**src/rtl/svc_rv_mem_arb.sv**
```systemverilog
// Two-requester arbiter onto a single-ported SRAM with one-cycle read latency.
// Build option: SVC_RV_MEM_ARB_FIXED_PRIO_EN gives m0 strict priority instead of round-robin.
module svc_rv_mem_arb #(
    parameter int AW = 32,
    parameter int DW = 32
) (
    input  logic              clk,
    input  logic              rst_n,

    input  logic              m0_valid,
    output logic              m0_ready,
    input  logic              m0_write,
    input  logic [AW-1:0]     m0_addr,
    input  logic [DW-1:0]     m0_wdata,
    input  logic [DW/8-1:0]   m0_wstrb,
    output logic              m0_rvalid,
    output logic [DW-1:0]     m0_rdata,

    input  logic              m1_valid,
    output logic              m1_ready,
    input  logic              m1_write,
    input  logic [AW-1:0]     m1_addr,
    input  logic [DW-1:0]     m1_wdata,
    input  logic [DW/8-1:0]   m1_wstrb,
    output logic              m1_rvalid,
    output logic [DW-1:0]     m1_rdata,

    output logic [AW-1:0]     mem_raddr,
    input  logic [DW-1:0]     mem_rdata,
    output logic              mem_wen,
    output logic [AW-1:0]     mem_waddr,
    output logic [DW-1:0]     mem_wdata,
    output logic [DW/8-1:0]   mem_wstrb
);

    logic              gnt0;
    logic              gnt1;
    logic              any_gnt;
    logic              rd_gnt;
    logic              sel_write;
    logic [AW-1:0]     sel_addr;
    logic [DW-1:0]     sel_wdata;
    logic [DW/8-1:0]   sel_wstrb;
    logic              pend;
    logic              owner;

`ifndef SVC_RV_MEM_ARB_FIXED_PRIO_EN
    logic              ptr;  // 0: m0 wins next contention, 1: m1 wins
`endif

    // Grants are suppressed while reset is asserted so nothing reaches the SRAM.
    always_comb begin
        gnt0 = 1'b0;
        gnt1 = 1'b0;
        if (rst_n) begin
`ifdef SVC_RV_MEM_ARB_FIXED_PRIO_EN
            gnt0 = m0_valid;
            gnt1 = m1_valid && !m0_valid;
`else
            if (m0_valid && m1_valid) begin
                gnt0 = !ptr;
                gnt1 = ptr;
            end else begin
                gnt0 = m0_valid;
                gnt1 = m1_valid;
            end
`endif
        end
    end

    assign any_gnt   = gnt0 || gnt1;
    assign sel_write = gnt1 ? m1_write : m0_write;
    assign sel_addr  = gnt1 ? m1_addr  : m0_addr;
    assign sel_wdata = gnt1 ? m1_wdata : m0_wdata;
    assign sel_wstrb = gnt1 ? m1_wstrb : m0_wstrb;
    assign rd_gnt    = any_gnt && !sel_write;

    assign m0_ready  = gnt0;
    assign m1_ready  = gnt1;

    assign mem_wen   = any_gnt && sel_write;
    assign mem_waddr = mem_wen ? sel_addr  : '0;
    assign mem_wdata = mem_wen ? sel_wdata : '0;
    assign mem_wstrb = mem_wen ? sel_wstrb : '0;
    assign mem_raddr = rd_gnt  ? sel_addr  : '0;

    always_ff @(posedge clk) begin
        if (!rst_n) begin
            pend  <= 1'b0;
            owner <= 1'b0;
`ifndef SVC_RV_MEM_ARB_FIXED_PRIO_EN
            ptr   <= 1'b0;
`endif
        end else begin
            pend <= rd_gnt;
            if (rd_gnt) begin
                owner <= gnt1;
            end
`ifndef SVC_RV_MEM_ARB_FIXED_PRIO_EN
            // Any grant hands priority to the requester that was not served.
            if (any_gnt) begin
                ptr <= gnt0;
            end
`endif
        end
    end

    assign m0_rvalid = pend && !owner;
    assign m1_rvalid = pend && owner;
    assign m0_rdata  = m0_rvalid ? mem_rdata : '0;
    assign m1_rdata  = m1_rvalid ? mem_rdata : '0;

endmodule

```
**config.mk**
```make
export PLATFORM = sky130hd
export DESIGN_NAME = svc_rv_mem_arb
export DESIGN_NICKNAME = d
export VERILOG_FILES = /design/src/rtl/svc_rv_mem_arb.sv
export SDC_FILE = /design/constraint.sdc
export NUM_CORES = 1
export LEC_CHECK = 0
export CORE_AREA = 5 5 131 133
export CTS_CLUSTER_SIZE = 16
export DETAILED_ROUTE_END_ITERATION = 8
export DIE_AREA = 0 0 136 138
export PLACE_DENSITY = 0.55
export SETUP_SLACK_MARGIN = 0.5
export SLEW_MARGIN = 20
export SYNTH_ARGS = -nofsm -noshare
export SYNTH_HDL_FRONTEND = slang
export SYNTH_SLANG_ARGS = --single-unit
```
**constraint.sdc**
```tcl
create_clock -name clk -period 1.9 [get_ports clk]
set_input_delay 0.38 -clock clk [delete_from_list [all_inputs] [get_ports clk]]
set_output_delay 0.38 -clock clk [all_outputs]
set_load 0.005 [all_outputs]
```
==> run summary, run 1 <==
Routed wire length - 24.91 mm
Skew final - 0.7935 ps
Syn Std Cell Area - 0.002300 sq mm
Pwr Density - 286.6 mW/mm^2
Placer Congestion - 0.8520
Layout fillers - 1262
Pin count of the biggest net entering global routing - 33
Dpl hpwl - 14.35 mm
Hold slack - 499.9 ps
Initial antenna violation count - 3
H-tree depth - 1
Syn-to-layout area delta - 321.5%
Via count - 5438
Setup TNS - -12230 ps
Die X - 136 um
Nets - 1037
Fmax - 470.2 MHz
CTS tree - built
I/O Buffers - 342
Post-layout min period - 2127 ps
Worst R2R End - owner$_SDFFE_PN0P_
MaxCap Viol Count - 0
Core Box Area - 0.01571 sq mm
Num CTS Buffers - 3
Register-to-Register Path Depth - 9
Initial Utilization - 14.64%
FP Rows - 46
DRT Pass-1 Iters - 5
Worst setup path end - mem_raddr[0]
Syn avg cell area - 5.958 sq um
Post-route setup slack - -226.7 ps
Clk sink count - 3
Total grt overflow - 0
Setup Viol. Count Final - 97
Final-report hold violation count - 0
Met1 Use GR - 24.99%
Min-Delay Path Class - in -> reg
Post-Place Setup Slack - -936.1 ps
Leak pwr - 3.894 nW
DRT iter0 DRCs - 248
Post-DR vias/cell - 5.035
Final Max Tran Viols - 0
First-pass GRT wire length - 33.00 mm
Yosys warns - 0
Required time of the worst setup path - 1520 ps
Worst Setup End Kind - output pin
Netlist cell types - 20
CP Class - reg -> out
Violated checks - negative setup slack
Die height - 138 um
IO Count - 343
Grt met3 use - 5.624%
Syn_nets - 560
DRC Markers - 0
Root Driver - clkbuf_16
Average routed wire per standard cell - 23.06 um
Layout cells sized above 1 - 73.20%
Total GRT Usage - 22.22%
Hold Crit Start - m1_valid
Slew margin rel. - 81.18%
Mapped Cells - 386
GRT Max-Usage Layer - met2
CP Launch Point - ptr$_SDFFE_PN0P_
Worst-path clk slew - 30 ps
Status - complete, but fails checks
Vias in the first global route - 5461
Worst EP arrival - 1750 ps
Die area - 0.01877 sq mm
Worst skew pair latency - 230 ps
Register area share after synthesis - 2.612%
Met2 GRT Util - 40.31%
Reg-to-Reg Start - owner$_SDFFE_PN0P_
Worst VDD drop - 0.0002000 V
RSZ-0062 raised after global routing - yes
Final ANT Viol Nets - 0
Tcrit/Tclk final - 111.9%
Maximum root-to-sink buffer count - 2
Synthesis-stage register bit count - 3
Critical Path Start Type - register
Total power - 2.778 mW
Reg-to-reg setup timing slack - 430 ps
Worst-Margin Slew - 282.2 ps
Worst-path maximum fanout - 5
[worst max-delay path: stages, from the launching register on]
cell and delay, ps:
dfxtp_2 320, nand2b_4 180, buf_6 130, a32oi_4 230, buf_12 170, buf_6 110
buf_6 90, a211oi_2 30, buf_4 150, buf_6 110
[how the worst min path moves through the flow]
stage          cells past startpoint                 end  slack (ps)
3_3_place_gp                       3    ptr$_SDFFE_PN0P_         590
6_report                           3  owner$_SDFFE_PN0P_         500
2_1_floorplan                      2    ptr$_SDFFE_PN0P_         470
4_1_cts                            3    ptr$_SDFFE_PN0P_         480
5_1_grt                            3  owner$_SDFFE_PN0P_         520
3_5_place_dp                       3    ptr$_SDFFE_PN0P_         620
[synth_stat cells, drive strengths merged]
cell type | count | area (sq um)
a21oi | 2 | 10.01
a211oi | 100 | 750.7
and2b | 1 | 7.510
nor2b | 2 | 12.51
nand2 | 2 | 7.510
o21ai | 70 | 350.3
nand2b | 2 | 12.51
nand3 | 68 | 340.3
a21o | 1 | 7.510
clkbuf | 40 | 151.4
buf | 20 | 112.6
inv | 2 | 7.510
nor2 | 3 | 11.26
and3 | 33 | 206.5
a32oi | 2 | 32.53
and2 | 35 | 219.0
dfxtp | 3 | 60.06
[state kept, by name (all words and copies together), names as in the netlist]
register  cells
ptr           1
owner         1
pend          1
[cells in the final DEF (no fill, tap or decap), types with 2 or more instances in the layout]
cell type / count
o21ai_0: 5
buf_12: 37
and3_4: 33
a211oi_2: 99
nand3_1: 39
nor2_1: 2
a21oi_1: 2
buf_6: 140
and2_4: 35
buf_2: 101
diode_2: 2
buf_16: 23
a32oi_4: 2
buf_8: 10
nand3_4: 7
dlygate4sd2_1: 15
dfxtp_4: 2
o21ai_1: 11
o21ai_4: 27
buf_4: 40
clkbuf_16: 14
nand3_2: 22
clkdlybuf4s50_1: 154
o21ai_2: 27
[timing repair]
action                                  in CTS  in global routing
cloned                                      22                 12
endpoints found under the setup margin     170                170
gates resized for setup                    948                250
hold buffers                                 0                  0
pin swaps                                   52                 98
buffers inserted                            65                 36
[where the power goes]
group	switching (mW)	internal [mW]
clock	0.0640	0.277
sequential	0.00382	0.0668
combinational	0.977	1.39
[kinds of logic (layout without fill, tap and decap cells)]
family,Yosys count,after routing,share of synthesized area (%)
flip-flops,3,3,2.612
buffers and inverters,62,538,11.81
AO/OA/AOI/OAI,175,175,50.05
other,0,2,0
AND/OR/NAND/NOR,146,146,35.53
[metrics by stage]
stage | utilization, % | area [sq um] | cells
finish | 61.69 | 9693 | 1080
global route | 61.69 | 9693 | 1080
CTS | 51.35 | 8069 | 1030
detailed placement | 42.47 | 6674 | 939
global placement | 42.47 | 6674 | 939
floorplan | - | 2719 | 386
[routing by layer]
| metal | part of all wire (%) | vias to the layer above |
|---|---|---|
| met5 | 0.052 | - |
| met4 | 3.4 | 2 |
| met3 | 7.6 | 56 |
| met2 | 52 | 265 |
| met1 | 37 | 2644 |
| li1 | - | 2471 |
[area by class of cell]
type	instances	area, sq um	area share (%)
Timing Repair Buffer	532	5859	60.45
Multi-Input combinational cell	321	3401	35.08
Tap cell	216	270.3	2.788
Clock buffer	4	78.83	0.8132
Sequential cell	3	68.82	0.7100
Inverter	2	10.01	0.1033
Antenna cell	2	5.005	0.05163
Power figures use the tool's default switching activity.
==> run 2: changes to the inputs <==
CORE_AREA = 5 5 129 131   (was 5 5 131 133)
DIE_AREA = 0 0 134 136   (was 0 0 136 138)
PLACE_DENSITY = 0.57   (was 0.55)
clock period = 2.6 ns   (was 1.9 ns; I/O delays follow)
==> run summary, run 2 (synthesis results as in run 1) <==
CTS tree - built
H-tree depth - 1 (unchanged)
CP Class - in -> out
Hold Crit Start - ptr$_SDFFE_PN0P_
Post-layout min period - 2327 ps
Clk sink count - 3 (unchanged)
I/O Buffers - 342 (unchanged)
Skew final - 4.911 ps (+4.118 ps)
Placer Congestion - 0.8631 (+1.3%)
Min-Delay Path Class - reg -> reg
DRC Markers - 0 (unchanged)
Initial antenna violation count - 1 (-2)
Hold path cells - 2 (-1)
Hold slack - 512.1 ps (+12.20 ps)
Root Driver - clkbuf_16
Slew margin rel. - 63.61% (-18 points)
Initial Utilization - 14.85% (+0.22 points)
Setup TNS - 0 ps (+12230 ps)
Fmax - 429.7 MHz
Worst EP arrival - 1810 ps (+60 ps)
CP Launch Point - m0_valid
Num CTS Buffers - 3 (unchanged)
Post-route setup slack - 272.8 ps (+499.5 ps)
Worst-Margin Slew - 545.8 ps (+263.6 ps)
Placed inst area - 0.006187 sq mm (-7.3%)
Pwr Density - 210.7 mW/mm^2 (-27%)
FP Rows - 46 (unchanged)
Worst-path maximum fanout - 8 (+3)
First-pass GRT wire length - 32.22 mm (-2.4%)
Worst VDD drop - 0.0002444 V (+22%)
Final-report hold violation count - 0 (unchanged)
Syn-to-layout area delta - 256.1%
Top Registers - owner x1, pend x1, ptr x1
Worst skew pair latency - 220 ps (about the same)
Layout fillers - 1428 (+13%)
Layout cells sized above 1 - 50.51% (-23 points)
Total grt overflow - 0 (unchanged)
Die height - 136 um (-1.4%)
Final Max Tran Viols - 0 (unchanged)
Via count - 5067 (-6.8%)
Post-DR vias/cell - 5.186 (+3.0%)
RSZ-0062 raised after global routing - yes
Reg-to-Reg Start - ptr$_SDFFE_PN0P_
MaxCap Viol Count - 0 (unchanged)
Die X - 134 um (-1.5%)
Pin count of the biggest net entering global routing - 43 (+30%)
Reg-to-reg setup timing slack - 1200 ps (+770 ps)
Post-Place Setup Slack - -583.8 ps (+352.4 ps)
Register-to-Register Path Depth - 7 (-2)
Critical Path Start Type - input pin
DRT iter0 DRCs - 267 (+7.7%)
Vias in the first global route - 5469 (+0.15%)
Post-CTS Hold Buffers - 0 (unchanged)
Total GRT Usage - 22.48% (+0.26 points)
Worst Setup End Kind - output pin
Tcrit/Tclk final - 89.51%
Final Cell Area - 0.008189 sq mm (-16%)
Required time of the worst setup path - 2080 ps (+560 ps)
Leak pwr - 3.919 nW (+0.62%)
Setup Viol. Count Final - 0 (-100%)
Nets - 959 (-7.5%)
IO Count - 343 (unchanged)
DRT Pass-1 Iters - 4 (-1)
Commonest non-fill, non-tap cell in the layout - clkdlybuf4s50_1
Core Box Area - 0.01548 sq mm (-1.5%)
Commonest non-fill, non-tap cells in the layout - clkdlybuf4s50_1 (172), buf_2 (101), a211oi_2 (90)
Maximum root-to-sink buffer count - 2 (unchanged)
Worst-path clk slew - 30 ps (about the same)
Final ANT Viol Nets - 0 (unchanged)
Routed wire length - 22.83 mm (-8.3%)
Die area - 0.01822 sq mm (-2.9%)
Dpl hpwl - 13.22 mm (-7.9%)
Average routed wire per standard cell - 23.36 um (+1.3%)
Status - finished clean
[run 2: timing repair]
action,4_1_cts,5_1_grt
hold endpoints to repair,0,0
setup endpoints to repair,167,139
gates cloned,24,4
gates resized for setup,678,136
pin swaps,40,40
buffers inserted,34,11
[run 2: final cells by class]
type | count | area [sq um] | share of cell area, %
timing repair buffer | 454 | 4832 | 59.01
multi-input combinational | 321 | 2963 | 36.18
clock buffer | 4 | 78.83 | 0.9626
inverter | 2 | 8.758 | 0.1070
tap | 192 | 240.2 | 2.934
sequential | 3 | 63.81 | 0.7792
antenna | 1 | 2.502 | 0.03056
[run 2: per-stage QoR]
step                utilization, %  cells  power [mW]
floorplan                        -    386      0.3414
global placement             39.96    899      0.9470
detailed placement           39.96    899      0.9567
CTS                          48.96    961       1.602
global route                 52.89    977       1.806
finish                       52.89    977       1.725
[run 2: layer usage]
layer	track usage, %	vias to the layer above	part of all wire (%)
met5	0	-	0
met4	6.629	0	2.8
met1	26.22	2413	38
met3	5.996	47	8.9
li1	-	2304	-
met2	40.34	303	51
[run 2: worst paths after layout]
check | to
hold / removal | ptr$_SDFFE_PN0P_
hold reg to reg | ptr$_SDFFE_PN0P_
setup / recovery | mem_raddr[21]
setup reg to reg | ptr$_SDFFE_PN0P_
[run 2: power breakdown]
part	switching [mW]	internal (mW)	leakage, nW
Combinational	0.626	0.803	3.86
Sequential	0.00399	0.0492	0.0254
Clock	0.0412	0.202	0.0382
Total	0.671	1.05	3.92
[run 2: worst max-delay path: stages]
cell and delay [ps]:
buf_6 90, buf_6 110, nand2b_4 110, buf_8 140, a32oi_4 60, buf_6 140
buf_12 130, buf_16 150, a211oi_2 180, buf_2 160
